===== src/rtl/program_loader.sv =====
// Boot-time loader: receives a big-endian (length, words, checksum) byte stream,
// writes each word to instruction memory and releases the core once the image verifies.
module program_loader #(
    parameter int DEPTH      = 256,
    parameter int ADDR_WIDTH = 8
) (
    input  logic                  clk,
    input  logic                  clr_n,
    input  logic                  start,
    input  logic                  in_valid,
    input  logic [7:0]            in_data,
    output logic                  in_ready,
    output logic                  imem_wen,
    output logic [ADDR_WIDTH-1:0] imem_addr,
    output logic [31:0]           imem_wdata,
    output logic                  cpu_run,
    output logic                  busy,
    output logic                  done,
    output logic                  err
);
    localparam int CW = ADDR_WIDTH + 1;
    localparam logic [CW-1:0]         WC_ONE   = 1;
    localparam logic [ADDR_WIDTH-1:0] ADDR_ONE = 1;
    localparam logic [31:0]           DEPTH_W  = 32'(DEPTH);

    typedef enum logic [2:0] {
        S_IDLE, S_LEN, S_LOAD, S_WRITE, S_CSUM, S_DONE, S_ERR
    } state_t;

    state_t                state_q, state_d;
    logic [1:0]            byte_cnt_q, byte_cnt_d;
    logic [23:0]           shift_q, shift_d;
    logic [CW-1:0]         len_q, len_d;
    logic [CW-1:0]         word_cnt_q, word_cnt_d;
    logic [31:0]           csum_q, csum_d;
    logic [ADDR_WIDTH-1:0] addr_q, addr_d;
    logic [31:0]           wdata_q, wdata_d;

    logic        accept, last_byte;
    logic [31:0] assembled;

    assign in_ready   = (state_q == S_LEN) || (state_q == S_LOAD) || (state_q == S_CSUM);
    assign accept     = in_valid && in_ready;
    assign last_byte  = accept && (byte_cnt_q == 2'd3);
    assign assembled  = {shift_q, in_data};

    assign imem_wen   = (state_q == S_WRITE);
    assign imem_addr  = addr_q;
    assign imem_wdata = wdata_q;
    assign busy       = in_ready || imem_wen;
    assign done       = (state_q == S_DONE);
    assign cpu_run    = (state_q == S_DONE);
    assign err        = (state_q == S_ERR);

    always_comb begin
        state_d    = state_q;
        byte_cnt_d = byte_cnt_q;
        shift_d    = shift_q;
        len_d      = len_q;
        word_cnt_d = word_cnt_q;
        csum_d     = csum_q;
        addr_d     = addr_q;
        wdata_d    = wdata_q;

        // Byte shifting is common to every field-collecting state.
        if (accept) begin
            byte_cnt_d = byte_cnt_q + 2'd1;
            shift_d    = assembled[23:0];
        end

        unique case (state_q)
            S_IDLE, S_DONE, S_ERR: begin
                if (start) begin
                    state_d    = S_LEN;
                    byte_cnt_d = '0;
                    shift_d    = '0;
                    len_d      = '0;
                    word_cnt_d = '0;
                    csum_d     = '0;
                    addr_d     = '0;
                end
            end
            S_LEN: begin
                if (last_byte) begin
                    if (assembled == 32'd0 || assembled > DEPTH_W) begin
                        state_d = S_ERR;
                    end else begin
                        state_d = S_LOAD;
                        len_d   = assembled[CW-1:0];
                        addr_d  = '0;
                    end
                end
            end
            S_LOAD: begin
                if (last_byte) begin
                    state_d = S_WRITE;
                    wdata_d = assembled;
                    csum_d  = csum_q ^ assembled;
                end
            end
            S_WRITE: begin
                word_cnt_d = word_cnt_q + WC_ONE;
                // Address stays on the last word so it never runs past len-1.
                if (word_cnt_d == len_q) begin
                    state_d = S_CSUM;
                end else begin
                    state_d = S_LOAD;
                    addr_d  = addr_q + ADDR_ONE;
                end
            end
            S_CSUM: begin
                if (last_byte) state_d = (assembled == csum_q) ? S_DONE : S_ERR;
            end
            default: state_d = S_IDLE;
        endcase
    end

    always_ff @(posedge clk or negedge clr_n) begin
        if (!clr_n) begin
            state_q    <= S_IDLE;
            byte_cnt_q <= '0;
            shift_q    <= '0;
            len_q      <= '0;
            word_cnt_q <= '0;
            csum_q     <= '0;
            addr_q     <= '0;
            wdata_q    <= '0;
        end else begin
            state_q    <= state_d;
            byte_cnt_q <= byte_cnt_d;
            shift_q    <= shift_d;
            len_q      <= len_d;
            word_cnt_q <= word_cnt_d;
            csum_q     <= csum_d;
            addr_q     <= addr_d;
            wdata_q    <= wdata_d;
        end
    end
endmodule


===== config.mk =====
export PLATFORM = sky130hd
export DESIGN_NAME = program_loader
export DESIGN_NICKNAME = d
export VERILOG_FILES = /design/src/rtl/program_loader.sv
export SDC_FILE = /design/constraint.sdc
export NUM_CORES = 1
export LEC_CHECK = 0
export ABC_AREA = 1
export CAP_MARGIN = 20
export CORE_MARGIN = 1.5
export CORE_UTILIZATION = 57
export CTS_CLUSTER_SIZE = 30
export DETAILED_ROUTE_END_ITERATION = 12
export PLACE_DENSITY = 0.8
export SLEW_MARGIN = 20
export SYNTH_ARGS = -nofsm -noshare
export SYNTH_HDL_FRONTEND = slang
export SYNTH_SLANG_ARGS = --single-unit

===== constraint.sdc =====
create_clock -name clk -period 2 [get_ports clk]
set_clock_uncertainty 0.1 [all_clocks]
set_input_delay 0.2 -clock clk [delete_from_list [all_inputs] [get_ports clk]]
set_output_delay 0.2 -clock clk [all_outputs]
set_load 0.05 [all_outputs]

==> run summary, run 1 <==
status: finished with violations
failing checks: setup timing
Via density: 5.97
Area Overhead vs Synth: 39.7%
Detailed Routing Iterations Pass 1: 8
Starting Density: 58.5%
Register-to-Register Path Depth: 13
Final Hold Viols: 0
Setup CP Type: flip-flop to output port
Die Wd: 106 um
startpoint types: flip-flop
HP Class: input port to async pin
max capacitance violation total: 0
mapped cell area: 6010 um^2
CTS Root Cell: clkbuf_8
initial antenna violation count: 0
Vias: 6013
Seq pwr share: 24.9%
routability cong.: 0.895
CTS tree: yes
fillers: 593
H-tree levels: 4
Die Height: 106 um
Synth area leader: dfrtp_1
relative slew slack: 61.5%
minimum clock period: 2.12 ns
placement row count: 37
logic gate share of total power: 53.8%
synth top area cells: dfrtp_1, nand2_1, nor2_1
switching pwr: 0.00720 W
Pins Over Slew Limit: 0
Ys Warns: 0
Req. time, crit path: 1.70 ns
largest net degree at the start of global routing: 42
Critical Path AT: 1.82 ns
CP Capture Type: output port
clk sinks: 119
number of library cell types mapped by synthesis: 39
drt initial violations: 628
layout cell share with drive strength beyond 1: 25.2%
Pwr Density: 1870 nW/um^2
area share of the largest cell type after synthesis: 49.5%
GRT Residual Overflow: 0
post-synthesis sequential area ratio: 49.5%
# DRC: 0
Final WS setup: -0.123 ns
Inserted Clock Buffers: 17
worst hold slack: 0.0933 ns
worst slew pin tran: 0.577 ns
Final nets: 874
Yosys reg bits: 119
vias in the first global route: 5852
sw frac: 45.9%
final setup fails: 48
Leak: 4.31 nW
clock latency on the worst-skew pair: 0.54 ns
gr usage total: 32.8%
clk buf depth: 2
Crit Path Max Fanout: 5
Period Utilization, post-route: 106%
P_int: 0.00849 W
Final ANT Viol Nets: 0
total wire length: 19.5 mm
Max Clk Rate: 0.471 GHz
I/O Pins: 58
Clock Power Share: 21.4%
Ant. Diodes: 0
R2R Setup Slk: -0.10 ns
first-pass GRT wire length: 28.3 mm
IO Port Bufs: 57
post-route cell area: 8400 um^2
Worst VDD drop: 1.14 mV
syn_nets: 745
total power draw: 0.0157 W
wire per inst: 19.3 um
syn_area_per_cell: 8.23 um^2
Core Area: 10300 um^2
hpwl dp: 10.6 mm
RSZ-0062 raised after global routing: true
DIE AREA: 11200 um^2
Mapped Cells: 730
dpl cell area: 7170 um^2
Reg clk slew, reported paths: 0.06 ns
through the flow:
| stage | utilization, % | cells | setup TNS (ns) | setup WS [ns] |
|---|---|---|---|---|
| after CTS | 78.1 | 1000 | -0.0899 | -0.0229 |
| after detailed placement | 69.8 | 956 | -3.03 | -0.187 |
| after floorplan | - | 730 | 0 | 0.0273 |
| after global routing | 81.7 | 1008 | -5.83 | -0.205 |
| final | 81.7 | 1008 | -1.17 | -0.123 |
| after global placement | 69.8 | 956 | -1.99 | -0.121 |
repair_timing:
action,in CTS,in global routing
setup endpoints to repair,83,97
gates resized for setup,50,105
pin swaps,6,35
endpoints found under the hold margin,67,0
hold buffers,1,0
cloned,2,1
setup buffers,9,9
sequential cells by signal, summed over array words and instances, names as in the netlist:
| register | flops |
|---|---|
| csum_q | 32 |
| imem_addr | 8 |
| word_cnt_q | 9 |
| imem_wdata | 32 |
| len_q | 9 |
| state_q | 3 |
| shift_q | 24 |
| byte_cnt_q | 2 |
logic make-up after synthesis:
family / share of synthesized area (%)
simple gates: 26.6
fa+ha+maj: 0.625
flops: 49.5
mux: 2.81
buf+inv: 6.08
compound gates: 10.4
xor+xnor: 3.93
synthesized netlist by cell type:
master	n
dfrtp_1	119
xnor2_1	24
o22ai_1	5
nand3_4	1
a21oi_1	22
nand2_1	221
nand2_8	1
inv_2	6
o21ai_0	56
nor3b_1	2
or2_2	1
inv_1	49
buf_4	4
clkbuf_2	4
nor2_4	3
clkbuf_1	8
nor3_1	2
nand4_1	9
nand2_2	4
nand3_1	40
and2_1	1
buf_2	2
o21a_1	17
inv_4	2
nor2_1	79
nand3b_1	3
nand4_2	1
o21ai_4	1
buf_6	4
xor2_1	3
and3_1	1
clkinv_1	2
ha_1	3
mux2_2	15
o21ai_1	10
o21ai_2	1
buf_1	1
nor2_8	1
nand2_4	2
metal layers:
layer	share of wire, %	track usage [%]	wire (um)	up-vias
met3	8.5	8.72	1650	111
met1	36	38.3	7060	2889
li1	-	-	-	2624
met2	50	55.8	9750	389
met4	5.4	16.3	1050	0
met5	0	0	0	-
worst paths after layout:
path	from	endpoint
worst min-delay path	clr_n	word_cnt_q[2]
max in group asynchronous	clr_n	len_q[0]
worst max register to register	word_cnt_q[1]	state_q[2]
min in group clk	in_data[0]	len_q[0]
worst min register to register	imem_wdata[9]	imem_wdata[9]
worst max-delay path	state_q[2]	imem_wen
area by class of cell:
class / instances / area [um^2] / area share, %
clock buffer: 18 / 428 / 5.10
clock inverter: 14 / 213 / 2.53
inverter: 59 / 267 / 3.17
multi-input combinational: 529 / 2980 / 35.5
sequential: 119 / 2980 / 35.5
tap: 136 / 170 / 2.03
timing repair buffer: 132 / 1340 / 16.0
timing repair inverter: 1 / 11.3 / 0.134
cell usage in the layout (no fill, tap or decap), drive strengths merged, types with 17 or more instances in the layout:
cell,instances
nand2,228
dfrtp,119
nor2,83
buf,81
o21ai,68
inv,65
nand3,41
dlygate4sd2,25
xnor2,24
a21oi,22
clkbuf,18
o21a,17
power by group through the flow:
stage,logic [W],registers (W),clock network (W)
after detailed placement,0.00692,0.00385,0
after floorplan,0.00368,0.00467,0
after CTS,0.00768,0.00384,0.00334
final,0.00843,0.00390,0.00335
after global routing,0.00892,0.00398,0.00345
after global placement,0.00677,0.00380,0
worst max-delay path, stage by stage (launching register included):
cell and delay, ns:
dfrtp_1 0.42, inv_2 0.11, nand2_2 0.09, nor2_4 0.15, buf_4 0.18, buf_4 0.18, buf_12 0.14
(Power assumes the default switching activity.)
==> run 2, diff against run 1 <==
- GPL_TIMING_DRIVEN: default -> 0
==> run summary, run 2 (same netlist as run 1, synthesis figures left out) <==
CP Capture Type: flip-flop
final setup fails: 32 (-33%)
leading cell type in the layout, fill and taps excluded: nand2_1
worst slew pin tran: 0.529 ns (-0.0480 ns)
Final Hold Viols: 0 (unchanged)
dpl cell area: 6800 um^2 (-5.2%)
pre-CTS setup slack: -0.627 ns (-0.439 ns)
post-route cell area: 8000 um^2 (-4.7%)
total wire length: 18.0 mm (-7.6%)
Via density: 5.84 (-2.0%)
max capacitance violation total: 0 (unchanged)
Crit Path Max Fanout: 5 (unchanged)
CP cell instances: inv_4, buf_6, nand3_4, nand2_4, inv_6, nand2_8, nand2_8, inv_8, nand2_8, nor2_4, buf_6, buf_12, mux2_4
Vias: 5780 (-3.9%)
Final WS setup: -0.0733 ns (+0.0500 ns)
Top Metal Used: met4
Area Overhead vs Synth: 33.1%
Reg clk slew, reported paths: 0.06 ns (about the same)
area occupied by multi-input gates: 2930 um^2 (-1.9%)
routed length on met3: 1.23 mm (-25%)
HP Class: input port to async pin
Core Area: 10300 um^2 (unchanged)
Critical Path AT: 2.40 ns (+0.58 ns)
Final ANT Viol Nets: 0 (unchanged)
register area: 2990 um^2 (+0.25%)
Leak: 4.02 nW (-6.6%)
clock latency on the worst-skew pair: 0.55 ns (about the same)
Starting Density: 58.5% (unchanged)
# DRC: 0 (unchanged)
minimum clock period: 2.07 ns (-0.0500 ns)
Worst path slowest cell: dfrtp_1
failing checks: setup timing
relative slew slack: 64.7% (+3.2 points)
met2 routed WL: 8.94 mm (-8.2%)
Die Height: 106 um (unchanged)
status: finished with violations
startpoint types: flip-flop
fillers: 704 (+19%)
largest net degree at the start of global routing: 82 (+95%)
DIE AREA: 11200 um^2 (unchanged)
Final nets: 857 (-1.9%)
Inserted Clock Buffers: 17 (unchanged)
first-pass GRT wire length: 27.2 mm (-3.9%)
most frequent cells in the layout: nand2_1, dfrtp_1, nor2_1
Critical Path Max Stage Delay: 0.42 ns (about the same)
I/O Pins: 58 (unchanged)
IO Port Bufs: 57 (unchanged)
CTS Root Cell: clkbuf_8
Req. time, crit path: 2.33 ns (+0.63 ns)
layout cell share with drive strength beyond 1: 19.7% (-5.5 points)
R2R Setup Slk: -0.07 ns (+0.03 ns)
Die Wd: 106 um (unchanged)
placement row count: 37 (unchanged)
Worst VDD drop: 1.15 mV (+0.62%)
H-tree levels: 4 (unchanged)
RSZ-0062 raised after global routing: true
wire per inst: 18.2 um (-5.8%)
Max Clk Rate: 0.482 GHz (+2.4%)
routability cong.: 0.891 (-0.38%)
gr usage total: 31.9% (-0.93 points)
initial antenna violation count: 0 (unchanged)
Placed Cells: 924 (-3.3%)
GRT Residual Overflow: 0 (unchanged)
clk buf depth: 2 (unchanged)
fin cells: 989 (-1.9%)
clk sinks: 119 (unchanged)
vias in the first global route: 5505 (-5.9%)
Pins Over Slew Limit: 0 (unchanged)
Setup TNS Final: -1.11 ns (+0.0571 ns)
Ant. Diodes: 0 (unchanged)
Detailed Routing Iterations Pass 1: 8 (unchanged)
Pwr Density: 1830 nW/um^2 (-2.2%)
Met1 Routed Length: 6.99 mm (-0.93%)
cell mode on critical path: nand2_8
Setup CP Type: flip-flop to flip-flop
drt initial violations: 585 (-6.8%)
Period Utilization, post-route: 104% (-2.5 points)
hpwl dp: 10.6 mm (+0.49%)
CTS tree: yes
-- run 2: changes by cell type in the layout (fill, tap and decap cells not counted), moves of 9 or more --
cell,before,now
nand3_1,21,33
dlymetal6s2s_1,15,4
mux2_4,0,9
nand2_2,19,7
nand2_1,202,214
buf_12,15,3
buf_4,60,36
mux2_2,15,6
dlygate4sd2_1,25,36
nand3_2,17,3
-- run 2: per-stage QoR --
stage               util, %  power [W]  hold WS, ns
floorplan                 -    0.00835       -0.196
global placement       65.9    0.00999        0.359
detailed placement     66.2     0.0102       0.0368
CTS                    74.3     0.0137       0.0381
global route           77.9     0.0153       0.0698
finish                 77.9     0.0146       0.0261
-- run 2: final timing paths --
check,endpoint,start,depth (start not counted)
setup / recovery,imem_wdata[20],state_q[2],13
hold / removal,len_q[2],clr_n,2
setup reg to reg,imem_wdata[20],state_q[2],13
hold reg to reg,imem_wdata[8],imem_wdata[8],1
max in group asynchronous,shift_q[22],clr_n,3
min in group clk,len_q[0],in_data[0],3
-- run 2: report_power, final --
part | internal [W] | total [W] | switching [W] | leakage (nW)
Sequential | 0.00327 | 0.00402 | 0.000748 | 1.58
Combinational | 0.00272 | 0.00758 | 0.00486 | 2.16
Clock | 0.00194 | 0.00302 | 0.00108 | 0.283
-- run 2: cell type report --
class	count	area share [%]
Buffer	21	2.33
Clock buffer	21	5.61
Clock inverter	9	1.58
Inverter	59	3.13
Multi-Input combinational cell	530	36.6
Sequential cell	119	37.3
Tap cell	136	2.13
Timing Repair Buffer	94	11.3
-- run 2: critical path, delay by kind of cell, from the launching register on --
family	cells	cell delay, ns
simple gates	6	0.52
flops	1	0.42
mux	1	0.29
buf+inv	6	0.61
-- run 2: what timing repair did --
item                                    4_1_cts  5_1_grt
cloned                                        2        0
hold buffers                                  1        0
endpoints found under the setup margin      138      123
resized for setup                           112       88
pin swaps                                     5       17
hold endpoints to repair                    119        0
buffers inserted                             16       18
-- run 2: layer usage --
metal / GRT usage, % / vias to the layer above
li1: - / 2586
met1: 38.3 / 2814
met2: 52.2 / 305
met3: 8.47 / 75
met4: 17.5 / 0
met5: 0 / -
==> run 3, diff against run 2 <==
- CELL_PAD_IN_SITES_DETAIL_PLACEMENT: default -> 0
- CELL_PAD_IN_SITES_GLOBAL_PLACEMENT: default -> 2
- CORE_UTILIZATION: 57 -> 34
- PLACE_DENSITY: 0.8 -> default
- PLACE_DENSITY_LB_ADDON: default -> 0.1
==> run summary, run 3 (same netlist as run 1, synthesis figures left out) <==
status: finished with violations
failing checks: setup timing
Leak: 3.93 nW (-2.2%)
Starting Density: 34.8% (-24 points)
wire per inst: 17.0 um (-6.5%)
clk buf depth: 2 (unchanged)
minimum clock period: 2.07 ns (-0.00501 ns)
worst slew pin tran: 0.508 ns (-0.0211 ns)
HP Class: input port to async pin
Inserted Clock Buffers: 17 (unchanged)
Max Clk Rate: 0.483 GHz (+0.24%)
routability cong.: 0.819 (-8.1%)
hpwl dp: 12.2 mm (+15%)
layout cell share with drive strength beyond 1: 21.2% (+1.6 points)
global routing's busiest layer: met2
Die Wd: 136 um (+29%)
crit-path leading delay family: buffers and inverters
Final Hold Viols: 0 (unchanged)
GRT Residual Overflow: 0 (unchanged)
CP Buf/Inv Count: 6 (unchanged)
Reg clk slew, reported paths: 0.05 ns (about the same)
total wire length: 18.6 mm (+3.1%)
Final ANT Viol Nets: 0 (unchanged)
relative slew slack: 66.0% (+1.3 points)
gr usage total: 20.6% (-11 points)
CP cell instances: inv_4, buf_6, nand3_4, nand2_4, inv_4, nand2_8, nand2_8, clkinv_8, nand2_8, nor2_4, buf_6, buf_8, mux2_4
placement row count: 48 (+30%)
CTS tree: yes
drt initial violations: 284 (-51%)
GR Layer Usage met3: 4.14% (-4.3 points)
largest net degree at the start of global routing: 78 (-4.9%)
GRT met2 Usage: 35.0% (-17 points)
Via density: 4.90 (-16%)
Period Utilization, post-route: 103% (-0.25 points)
Req. time, crit path: 2.20 ns (-0.13 ns)
fin cells: 1091 (+10%)
Die Height: 136 um (+29%)
Final nets: 869 (+1.4%)
leading cell type in the layout, fill and taps excluded: nand2_1
DIE AREA: 18500 um^2 (+65%)
dpl cell area: 6910 um^2 (+1.7%)
Area Overhead vs Synth: 38.9%
CTS Root Cell: clkbuf_16
total power draw: 0.0151 W (+3.4%)
cell mode on critical path: nand2_8
RSZ-0062 raised after global routing: true
Worst path slowest cell: dfrtp_1
first-pass GRT wire length: 28.3 mm (+4.3%)
max capacitance violation total: 0 (unchanged)
Ant. Diodes: 0 (unchanged)
Detailed Routing Iterations Pass 1: 5 (-3)
vias in the first global route: 5125 (-6.9%)
H-tree levels: 4 (unchanged)
Worst VDD drop: 1.07 mV (-6.8%)
initial antenna violation count: 0 (unchanged)
Critical Path AT: 2.27 ns (-0.13 ns)
Worst R2R Start: state_q[2]
Setup CP Type: flip-flop to flip-flop
# DRC: 0 (unchanged)
final setup fails: 43 (+34%)
Pwr Density: 1810 nW/um^2 (-0.89%)
most frequent cells in the layout: nand2_1, dfrtp_1, nor2_1
Register-to-Register Path Depth: 13 (unchanged)
Final Util: 48.3% (-30 points)
clock latency on the worst-skew pair: 0.42 ns (-0.13 ns)
post-route cell area: 8350 um^2 (+4.3%)
Setup TNS Final: -1.48 ns (-0.372 ns)
CP Capture Type: flip-flop
I/O Pins: 58 (unchanged)
Critical Path Max Stage Delay: 0.42 ns (about the same)
M1 GR Usage: 26.1% (-12 points)
clk sinks: 119 (unchanged)
Vias: 5351 (-7.4%)
R2R Setup Slk: -0.07 ns (about the same)
Crit Path Max Fanout: 7 (+2)
Pins Over Slew Limit: 0 (unchanged)
Core Area: 17300 um^2 (+68%)
Placed Cells: 1013 (+9.6%)
r2r endpoint: imem_wdata[28]
startpoint types: flip-flop
Final WS setup: -0.0683 ns (+0.00501 ns)
IO Port Bufs: 57 (unchanged)
run 3: changes by cell type in the layout (fill, tap and decap cells not counted), sizes merged:
cell / previous run / this run
clkinvlp: 1 / 2
clkdlybuf4s50: 10 / 47
dlygate4sd2: 36 / 0
bufinv: 3 / 4
clkbuf: 33 / 36
dlymetal6s2s: 4 / 3
clkinv: 8 / 7
buf: 52 / 62
inv: 56 / 55
run 3: worst max path at each step:
stage	start	to	cells after the start
after floorplan	state_q[0]	imem_wdata[2]	11
after global placement	clr_n	csum_q[24]	1
after detailed placement	state_q[2]	busy	7
after CTS	state_q[2]	busy	7
after global routing	state_q[2]	csum_q[12]	12
final	state_q[2]	imem_wdata[28]	13
run 3: through the flow:
step,worst slack (ns),hold slack (ns)
floorplan,0.0273,-0.196
CTS,-0.0760,0.177
detailed placement,-0.740,0.0250
finish,-0.0683,0.169
global placement,-4.32,0.362
global route,-0.144,0.185
run 3: layer usage:
metal,share of wire (%),vias to the layer above,wire length [um]
li1,-,2603,-
met1,46,2621,8470
met2,49,99,9170
met3,2.9,28,531
met4,2.2,0,403
met5,0,-,0
run 3: where the power goes:
part	internal, W	switching (W)	total (W)
Clock	0.00210	0.00110	0.00321
Sequential	0.00327	0.000742	0.00402
Combinational	0.00305	0.00485	0.00790
Total	0.00842	0.00670	0.0151
run 3: worst register-to-register path, delay by kind of cell (launching register included):
kind | cells | cell delay, ns
flops | 1 | 0.42
mux | 1 | 0.31
simple gates | 6 | 0.49
buf+inv | 6 | 0.63
run 3: what timing repair did:
| action | 4_1_cts | 5_1_grt |
|---|---|---|
| gates cloned | 1 | 2 |
| endpoints found under the setup margin | 111 | 119 |
| hold buffers | 1 | 0 |
| gates resized for setup | 79 | 94 |
| buffers inserted | 29 | 17 |
| pin swaps | 12 | 14 |
| endpoints found under the hold margin | 47 | 0 |
run 3: layout make-up:
cell class	count	area (um^2)
sequential	119	2990
multi-input combinational	530	2940
tap	225	282
clock inverter	9	150
inverter	59	253
fill	1682	8950
clock buffer	22	454
buffer	21	194
timing repair buffer	106	1090
